===== src/rtl/bitonic_s3_pipe.sv =====
// Final merge stage of an 8-input bitonic sorter.
// Takes a bitonic vector (elements 1-4 descending, 5-8 ascending), applies the
// three remaining compare-exchange layers across a 3-deep registered pipeline
// with valid/ready flow control, and emits the vector sorted ascending.
// out_cnt counts delivered vectors modulo 256.
module bitonic_s3_pipe (
  input  logic       clk,
  input  logic       rst_n,
  input  logic       in_valid,
  output logic       in_ready,
  input  logic [7:0] number_in1,
  input  logic [7:0] number_in2,
  input  logic [7:0] number_in3,
  input  logic [7:0] number_in4,
  input  logic [7:0] number_in5,
  input  logic [7:0] number_in6,
  input  logic [7:0] number_in7,
  input  logic [7:0] number_in8,
  output logic       out_valid,
  input  logic       out_ready,
  output logic [7:0] number_out1,
  output logic [7:0] number_out2,
  output logic [7:0] number_out3,
  output logic [7:0] number_out4,
  output logic [7:0] number_out5,
  output logic [7:0] number_out6,
  output logic [7:0] number_out7,
  output logic [7:0] number_out8,
  output logic [7:0] out_cnt
);

  localparam int DATA_W = 8;

  // Element [0] is position 1 (smallest after sorting), element [7] is position 8.
  typedef logic [7:0][DATA_W-1:0] vec_t;

  // One compare-exchange layer: every index i whose bit(s) in d are clear is
  // paired with i|d; the lower value lands on i. Equal values stay put.
  // The pairs within a layer are disjoint, so all reads come from v.
  function automatic vec_t cmpx_layer(input vec_t v, input logic [2:0] d);
    vec_t       r;
    logic [2:0] i;
    r = v;
    for (int k = 0; k < 8; k++) begin
      i = 3'(k);
      if (((i & d) == 3'd0) && (v[i] > v[i | d])) begin
        r[i]     = v[i | d];
        r[i | d] = v[i];
      end
    end
    return r;
  endfunction

  vec_t din;
  vec_t data_p0;
  vec_t data_p1;
  vec_t data_p2;
  logic vld_p0;
  logic vld_p1;
  logic vld_p2;
  logic rdy_p0;
  logic rdy_p1;
  logic rdy_p2;

  assign din = {number_in8, number_in7, number_in6, number_in5,
                number_in4, number_in3, number_in2, number_in1};

  // A stage may advance when it is empty or its successor is advancing;
  // this lets bubbles collapse and keeps full throughput under out_ready=1.
  assign rdy_p2   = !vld_p2 || out_ready;
  assign rdy_p1   = !vld_p1 || rdy_p2;
  assign rdy_p0   = !vld_p0 || rdy_p1;
  assign in_ready = rst_n && rdy_p0;

  // Stage A: layer (1,5)(2,6)(3,7)(4,8) applied to the incoming vector.
  always_ff @(posedge clk) begin
    if (!rst_n) begin
      vld_p0  <= 1'b0;
      data_p0 <= '0;
    end else if (rdy_p0) begin
      vld_p0  <= in_valid;
      data_p0 <= cmpx_layer(din, 3'd4);
    end
  end

  // Stage B: layer (1,3)(2,4)(5,7)(6,8) applied to register A.
  always_ff @(posedge clk) begin
    if (!rst_n) begin
      vld_p1  <= 1'b0;
      data_p1 <= '0;
    end else if (rdy_p1) begin
      vld_p1  <= vld_p0;
      data_p1 <= cmpx_layer(data_p0, 3'd2);
    end
  end

  // Stage C: layer (1,2)(3,4)(5,6)(7,8) applied to register B; drives the outputs.
  always_ff @(posedge clk) begin
    if (!rst_n) begin
      vld_p2  <= 1'b0;
      data_p2 <= '0;
    end else if (rdy_p2) begin
      vld_p2  <= vld_p1;
      data_p2 <= cmpx_layer(data_p1, 3'd1);
    end
  end

  // Count completed output transfers, wrapping at 256.
  always_ff @(posedge clk) begin
    if (!rst_n) begin
      out_cnt <= 8'd0;
    end else if (vld_p2 && out_ready) begin
      out_cnt <= out_cnt + 8'd1;
    end
  end

  assign out_valid   = vld_p2;
  assign number_out1 = data_p2[0];
  assign number_out2 = data_p2[1];
  assign number_out3 = data_p2[2];
  assign number_out4 = data_p2[3];
  assign number_out5 = data_p2[4];
  assign number_out6 = data_p2[5];
  assign number_out7 = data_p2[6];
  assign number_out8 = data_p2[7];

endmodule


===== config.mk =====
export PLATFORM = sky130hd
export DESIGN_NAME = bitonic_s3_pipe
export DESIGN_NICKNAME = d
export VERILOG_FILES = /design/src/rtl/bitonic_s3_pipe.sv
export SDC_FILE = /design/constraint.sdc
export NUM_CORES = 1
export LEC_CHECK = 0
export CELL_PAD_IN_SITES_DETAIL_PLACEMENT = 1
export CELL_PAD_IN_SITES_GLOBAL_PLACEMENT = 2
export CORE_MARGIN = 2
export CORE_UTILIZATION = 35
export CTS_BUF_LIST = sky130_fd_sc_hd__clkbuf_2 sky130_fd_sc_hd__clkbuf_4 sky130_fd_sc_hd__clkbuf_8
export CTS_CLUSTER_SIZE = 16
export DETAILED_ROUTE_END_ITERATION = 8
export PLACE_DENSITY = 0.88
export SLEW_MARGIN = 20
export SYNTH_ARGS = -nofsm -noshare
export SYNTH_HDL_FRONTEND = slang
export SYNTH_SLANG_ARGS = --single-unit

===== constraint.sdc =====
create_clock -name clk -period 2.4 [get_ports clk]
set_input_delay 0.48 -clock clk [delete_from_list [all_inputs] [get_ports clk]]
set_output_delay 0.48 -clock clk [all_outputs]
set_load 0.005 [all_outputs]

After elaboration in Yosys (flattened, before gate mapping)
Cells that the tools add are included.
- memories: 0
- register bits: 203
- bits in writable memories: 0
- bits in latches: 0
- output and inout bits: 74
- bits of input ports: 68
- memory bits (read-only): 0
- order comparisons: 12
- muxes and demuxes: 20
- $mul: 0
- equality and inequality tests: 0
- reduce and logical (&&, ||, !) cells: 8
- shift-type cells: 0
- add/subtract/negate cells: 1
- div/mod/pow operators: 0
- bitwise gates (word level): 0
- operator list (operator ; count):
    two-way mux 8 bit ; 16
    greater-than comparator 8 bit ; 12
    two-way mux 16 bit ; 4
    adder 8 x 1 -> 8 bit (second input constant) ; 1
    logical NOT 1 bit ; 3
    logical OR 1 bit ; 3
    logical AND 1 bit ; 2

Longest topological paths before layout
Gate-level depths: netlist of the first run.
- depth in word-level cells: 5
- depth in mapped cells: 9
- depth with buffers taken out: 7

Least setup slack after synthesis of the first run
OpenSTA, ideal clock, no wires.
- kind: input to register
- start: in number_in7[5]
- end: reg data_p0[22] (netlist name)
- stages on the path: 8
- slack: 0.331 ns
- arrival time: 1.995 ns
- setup time: 0.074 ns
- cells stage by stage: inv_1 ha_1 a211oi_1 o21bai_1 nor3_2 buf_2 a21oi_1 a31oi_1
- longest elaborated chain between the ends: 2
- ends and longest elaborated chain (element ; RTL line ; source):
    start: declaration ; 17 ; input logic [7:0] number_in7,
    greater-than comparator 8 bit ; 46 ; if (((i & d) == 3'd0) && (v[i] > v[i | d])) begin
    two-way mux 8 bit ; 46 ;
    end signal: assignment ; 82 ; data_p0 <= cmpx_layer(din, 3'd4);
    end: declaration ; 55 ; vec_t data_p0;
No other way between the ends.
A chain may end at the register's enable or synchronous reset.

Worst setup path in the final report of the first run
- start: reg data_p0[13] (netlist name)
- end: reg data_p1[31] (netlist name)
- longest elaborated chain between the ends: 2
- ends and longest elaborated chain (element ; RTL line ; source):
    greater-than comparator 8 bit ; 46 ;
    two-way mux 8 bit ; 46 ;
    end signal: assignment ; 93 ; data_p1 <= cmpx_layer(data_p0, 3'd2);
    end: declaration ; 56 ; vec_t data_p1;
No other way between the ends.

==> key figures, run 1 <==
Clock network
  – Worst-Skew Late Latency: between 0.5 and 0.6 ns
  – Post-CTS Setup Bufs: 0
  – Clock Sinks: 203
  – CTS tree: done
  – Num CTS Buffers: 36
  – Clk root buf: clkbuf_8
  – CTS Buffer Depth: 3
  – Clock transition at path regs: about 0.07 ns
  – H-tree Lvls: 2
  – Cts hold-fix bufs: 0

Floorplanning
  – Die width: around 200 µm
  – Initial Util: 0.3532
  – Std cell rows: 70
  – I/O pin count: 142
  – Die Ht: 195.8 µm
  – Die area: 38,320 µm²
  – Core ar.: 36,430 µm²

Cells and area
  – Layout cell share with drive strength beyond 1: 0.2008
  – P&R area growth vs syn: 31.75%
  – Nets: 2,003
  – Final Instance Area: 16,950 µm²
  – Top flop regs: data_p0 x64, data_p1 x64

Global route
  – Maximum number of pins on one net before global-route repair: 104
  – GRT Residual Overflow: 0
  – Gr usage total: 0.2574
  – Number of global-route vias before repair: roughly 14,000
  – Initial antenna violation count: 2
  – Global-route wire length before repair: slightly below 80 mm

Timing
  – Worst Tran Pin Value: 0.7523 ns
  – Skew final: 0.03448 ns
  – Slew HR: 0.4985
  – Fmax achieved: 428.7 MHz
  – Final max-slew violation count: 0
  – WHS: 0.4507 ns
  – Final hold vios: 0
  – Unrepaired setup endpoints after global routing: false
  – Setup-failing EPs final: 0
  – Tmin final: 2.333 ns
  – Period utilization: 0.9720

Power and ir drop
  – Clock network fraction of design power: 0.265
  – Internal: 7873 µW
  – Switching Power: 5073 µW
  – LEAKAGE: 0.006568 µW
  – Tot Pwr: 12,950 µW
  – Switch share: 0.3918
  – Logic pwr share: 0.401
  – Worst vdd ir: 0.3100 mV
  – Pwr dens: 763.6 nW/µm²
  – Sequential power share: 0.335

Placed design
  – Hpwl dp: 38.57 mm
  – Port Buf Inserts: 141
  – Cell Area, Placed: 16,130 µm²
  – Final GP Congestion: 0.9266

Routing
  – DR vias: 14,110
  – Post-route ant nets: 0
  – Drt first pass iters: 7
  – Final WL: 50.33 mm
  – Via density per instance: 6.049
  – Initial DRC count: about 960
  – Detailed-route DRC error count: 1
  – Routed wire per std cell: 21.58 µm

Synth
  – Average footprint of a synthesized cell: 8.217 µm²
  – Syn nets: ~1,700
  – Yosys warns: 0
  – Distinct cells, synth: 48
  – Ys async rst share: 0
  – Mapped cell area: about 13,000 µm²
  – Number of synthesized flops with an enable pin: 0
  – Register area share after synthesis: 0.3158
  – Synth Register Bits: 203
  – Prevailing post-synth register cell: dfxtp_1
  – Mapped Cells: about 1,600

Worst setup path
  – Crit-path max FO: 9
  – Critical Path AT: 2.78 ns
  – Crit path required time: 2.85 ns
  – Crit end category: flip-flop
  – Critical path type: reg -> reg
  – Worst setup SP type: flip-flop
  – Worst Reg-to-Reg Cells: 7

Hold path
  – Tightest Hold Check Type: reg -> reg
  – WHS Path Cells: 2

Status
  – Failing checks: design-rule violations
  – Status: finished with violations

Flow run
  – Max cap viols: 0
-- cells in the mapped netlist (4+ instances only) --
cell | number | area (µm²)
o22ai_1 | 64 | 400.4
or3b_1 | 4 | 35.03
clkbuf_1 | 98 | 367.9
xnor2_1 | 6 | 52.55
nand3_1 | 69 | 345.3
o211ai_1 | 132 | 991.0
a211oi_2 | 5 | 62.56
inv_1 | 99 | 371.6
nor2b_1 | 18 | 112.6
buf_2 | 23 | 115.1
or2_2 | 7 | 43.79
ha_1 | 97 | 1214
nand2_1 | 137 | 514.2
buf_1 | 12 | 45.04
dfxtp_1 | 203 | 4064
and4_1 | 6 | 52.55
or2_0 | 25 | 156.4
nor2_1 | 14 | 52.55
o21bai_1 | 4 | 30.03
and2_1 | 11 | 68.82
o21ai_0 | 134 | 670.6
nand4_1 | 83 | 519.3
a31oi_1 | 96 | 600.6
a41oi_1 | 24 | 210.2
a211o_1 | 12 | 105.1
o21a_1 | 13 | 97.59
a21oi_1 | 50 | 250.2
o221ai_1 | 32 | 280.3
a41oi_2 | 40 | 650.6
o21ai_1 | 12 | 60.06
buf_6 | 4 | 45.04
a21boi_1 | 4 | 30.03
a21o_1 | 6 | 45.04
-- cell usage in the layout (no fill, tap or decap), drive strengths merged, types with 50 or more instances in the layout --
master / Yosys / layout
nand3: 69 / 69
ha: 97 / 97
o21ai: 147 / 147
a41oi: 64 / 64
inv: 99 / 99
nand4: 83 / 83
clkdlybuf4s50: 0 / 139
clkbuf: 98 / 58
buf: 39 / 231
a31oi: 96 / 96
dfxtp: 203 / 203
o22ai: 64 / 64
o211ai: 132 / 132
a21oi: 50 / 50
nand2: 137 / 137
-- worst max-delay path: stages, from the launching register on --
cell,delay (ns)
dfxtp_1,0.45
ha_1,0.28
a211o_1,0.30
a21oi_2,0.16
or3b_1,0.40
buf_4,0.20
a41oi_1,0.29
o22ai_1,0.11
-- power by group through the flow --
stage	combinational (µW)	clock (µW)	sequential, µW
2_1_floorplan	2860	0	4290
3_3_place_gp	4750	0	4380
3_5_place_dp	4960	0	4400
4_1_cts	5000	3480	4330
5_1_grt	5630	3610	4390
6_report	5190	3430	4330
-- layer usage --
layer	vias up	share of wire	wire length [µm]	GRT usage
met2	455	0.45	22420	0.4022
met1	6946	0.46	23070	0.3516
met4	0	0.035	1772	0.1002
met3	113	0.061	3071	0.04796
met5	-	0	0	0
li1	6593	-	-	-
-- metrics by stage --
stage	setup TNS (ns)	utilization	cells	setup slack [ns]
after floorplan	0	-	1566	0.3313
after global placement	-5.801	0.4427	2268	-0.1661
after detailed placement	-11.53	0.4427	2268	-0.3091
after CTS	0	0.4635	2331	0.002728
after global routing	0	0.4653	2332	0.01683
final	0	0.4653	2332	0.06724
-- worst paths after layout --
check / slack [ns] / to / startpoint
setup / recovery: 0.07 / data_p1[31] / data_p0[13]
hold / removal: 0.45 / number_out2[7] / number_out2[7]
setup reg to reg: 0.07 / data_p1[31] / data_p0[13]
hold reg to reg: 0.45 / number_out2[7] / number_out2[7]
-- logic make-up (layout without fill, tap and decap cells) --
family | count (synthesis) | count (layout) | synth area share
adders and majority gates | 97 | 97 | 0.09431
and+or+nand+nor | 382 | 382 | 0.1534
other | 0 | 1 | 0
AOI/OAI and AO/OA | 639 | 639 | 0.3558
muxes | 3 | 3 | 0.003209
buffers and inverters | 236 | 533 | 0.07341
xor gates and xnor gates | 6 | 6 | 0.004084
DFF | 203 | 203 | 0.3158
-- layout make-up --
type / count / area, µm²
Sequential cell: 203 / 4069
Clock inverter: 5 / 30.03
Clock buffer: 58 / 716.9
Tap cell: 468 / 585.6
Multi-Input combinational cell: 1127 / 7944
Antenna cell: 1 / 2.502
Inverter: 99 / 371.6
Timing Repair Buffer: 371 / 3234
Fill cell: 4333 / 19480
-- repair_timing --
action / CTS / global route
hold endpoints to repair: 0 / 0
endpoints found under the setup margin: 3 / 103
gates cloned: 0 / 0
resized for setup: 3 / 19
Power figures use the tool's default switching activity.
==> inputs of run 2 (changes only) <==
Settings changed: TNS_END_PERCENT set to 5.
==> results of run 2 <==
The final DEF is identical to that of run 1; final timing and power are the same.
==> inputs of run 3 (changes only) <==
Settings changed: SLEW_MARGIN 20 to 30.
==> key figures, run 3 (synthesized netlist as in run 1, its figures left out) <==
Status
  – Status: completed

Clock network
  – Clock transition at path regs: 0.07 ns (about the same)
  – Cts hold-fix bufs: 0 (unchanged)
  – Num CTS Buffers: 36 (unchanged)
  – Worst-Skew Late Latency: 0.58 ns (about the same)
  – Clock Sinks: 203 (unchanged)
  – H-tree Lvls: 2 (unchanged)
  – CTS tree: done
  – Post-CTS Setup Bufs: 0 (unchanged)
  – CTS Buffer Depth: 3 (unchanged)
  – Clk root buf: clkbuf_8

Global route
  – Initial antenna violation count: 2 (unchanged)
  – Gr usage total: 0.2574 (unchanged)
  – GRT Residual Overflow: 0 (unchanged)
  – Number of global-route vias before repair: 14,160 (unchanged)
  – Maximum number of pins on one net before global-route repair: 104 (unchanged)
  – Global-route wire length before repair: 78.91 mm (unchanged)

Hold path
  – Hold path endpoint: number_out2[7]
  – HP Start: number_out2[7]
  – Tightest Hold Check Type: reg -> reg
  – WHS Path Cells: 2 (unchanged)

Cells and area
  – Register area: 4069 µm² (unchanged)
  – Most common cell after layout, fill and taps aside: buf_4
  – Multi-input logic area: 7935 µm² (-0.11%)
  – Nets: 2,003 (unchanged)
  – P&R area growth vs syn: 31.68% (about the same)
  – Most frequent cells in the layout: 223 x buf_4, 199 x dfxtp_1, 139 x clkdlybuf4s50_1, 136 x nand2_1, 134 x o21ai_0
  – Fill count: 4,335 (+0.046%)
  – Core Util, Final: 0.4651 (about the same)
  – Layout cell share with drive strength beyond 1: 0.1997 (-0.001074)
  – Final Instance Area: 16,950 µm² (about the same)
  – Top flop regs: data_p0 x64, data_p1 x64

Timing
  – Final max-slew violation count: 0 (unchanged)
  – Fmax achieved: 427.2 MHz (-0.35%)
  – Final hold vios: 0 (unchanged)
  – Tmin final: 2.341 ns (+0.008263 ns)
  – Setup-failing EPs final: 0 (unchanged)
  – Slew HR: 0.5156 (+0.01708)
  – WHS: 0.4511 ns (+0.0003810 ns)
  – Skew final: 0.03442 ns (-0.00006310 ns)
  – Worst Tran Pin Value: 0.7266 ns (-0.02562 ns)
  – Unrepaired setup endpoints after global routing: false
  – Period utilization: 0.9754 (+0.003443)

Power and ir drop
  – Sequential power share: 0.335 (about the same)
  – Switch share: 0.3918 (about the same)
  – Tot Pwr: 12,940 µW (about the same)
  – LEAKAGE: 0.006567 µW (about the same)
  – Clock network fraction of design power: 0.265 (about the same)
  – Switching Power: 5069 µW (about the same)
  – Worst vdd ir: 0.3104 mV (+0.14%)
  – Pwr dens: 763.6 nW/µm² (about the same)
  – Internal: 7870 µW (about the same)
  – Logic pwr share: 0.400 (about the same)

Routing
  – Initial DRC count: 1,029 (+7.7%)
  – Detailed-route DRC error count: 0 (-1)
  – Drt first pass iters: 7 (unchanged)
  – DR vias: 14,020 (-0.60%)
  – Final WL: 50.25 mm (-0.15%)
  – Routed wire per std cell: 21.55 µm (-0.15%)
  – Post-route ant nets: 0 (unchanged)
  – Via density per instance: 6.013 (-0.60%)

Worst setup path
  – Worst Reg-to-Reg Cells: 7 (unchanged)
  – Crit end category: flip-flop
  – Worst reg2reg endpoint: data_p1[31]
  – Critical Path AT: 2.79 ns (about the same)
  – Critical path type: reg -> reg
  – Crit path required time: 2.85 ns (about the same)
  – Reg2Reg Setup Slack: 0.06 ns (about the same)
  – R2r startpoint: data_p0[13]
  – Crit-path max FO: 9 (unchanged)
  – Worst setup SP type: flip-flop

Flow run
  – Max cap viols: 0 (unchanged)

Placed design
  – Cell Area, Placed: 16,130 µm² (unchanged)
  – Final GP Congestion: 0.9266 (unchanged)
  – Port Buf Inserts: 141 (unchanged)
  – Hpwl dp: 38.57 mm (unchanged)

Floorplanning
  – Std cell rows: 70 (unchanged)
  – Core ar.: 36,430 µm² (unchanged)
  – Initial Util: 0.3532 (unchanged)
  – Die area: 38,320 µm² (unchanged)
  – Die width: 195.8 µm (unchanged)
  – I/O pin count: 142 (unchanged)
  – Die Ht: 195.8 µm (unchanged)
run 3: cell counts in the layout (fill, tap and decap cells not counted):
Identical to the previous run, type by type.
run 3: final cells by class:
| cell class | instances | share of cell area |
|---|---|---|
| inverter | 99 | 0.02193 |
| antenna | 1 | 0.0001477 |
| clock inverter | 5 | 0.001772 |
| clock buffer | 58 | 0.04231 |
| multi-input combinational | 1127 | 0.4683 |
| sequential | 203 | 0.2401 |
| timing repair buffer | 371 | 0.1909 |
| tap | 468 | 0.03456 |
run 3: what timing repair did:
item	CTS	global route
cloned	0	0
pin swaps	0	0
setup endpoints to repair	3	67
gates resized for setup	3	10
run 3: through the flow:
step | std cells | worst slack, ns | TNS (ns)
after floorplan | 1566 | 0.3313 | 0
after global placement | 2268 | -0.1661 | -5.801
after detailed placement | 2268 | -0.3091 | -11.53
after CTS | 2331 | 0.002728 | 0
after global routing | 2332 | 0.01009 | 0
final | 2332 | 0.05898 | 0
run 3: power groups by stage:
| stage | logic (µW) | registers, µW | clock network, µW |
|---|---|---|---|
| floorplan | 2860 | 4290 | 0 |
| global route | 5620 | 4390 | 3610 |
| CTS | 5000 | 4330 | 3480 |
| finish | 5180 | 4330 | 3430 |
| global placement | 4750 | 4380 | 0 |
| detailed placement | 4960 | 4400 | 0 |
run 3: worst max-delay path, cell delays in order, from the launching register on:
cell and delay (ns):
dfxtp_1 0.45, ha_1 0.28, a211o_1 0.30, a21oi_2 0.16, or3b_1 0.40, buf_4 0.20
a41oi_1 0.30, o22ai_1 0.11
run 3: per-layer routing:
metal  vias up  share of wire  global-route usage
met5         -              0                   0
met4         0          0.035              0.1002
met3       110          0.062             0.04796
met2       427           0.45              0.4022
met1      6892           0.46              0.3516
li1       6594              -                   -
run 3: worst max-delay path by stage:
stage                       start              to  cells past startpoint
global route          data_p1[28]  number_out3[2]                      7
CTS                   data_p0[30]     data_p1[15]                      8
global placement    number_in8[1]     data_p0[30]                      8
floorplan           number_in7[5]     data_p0[22]                      8
finish                data_p0[13]     data_p1[31]                      7
detailed placement  number_in6[1]     data_p0[14]                      8
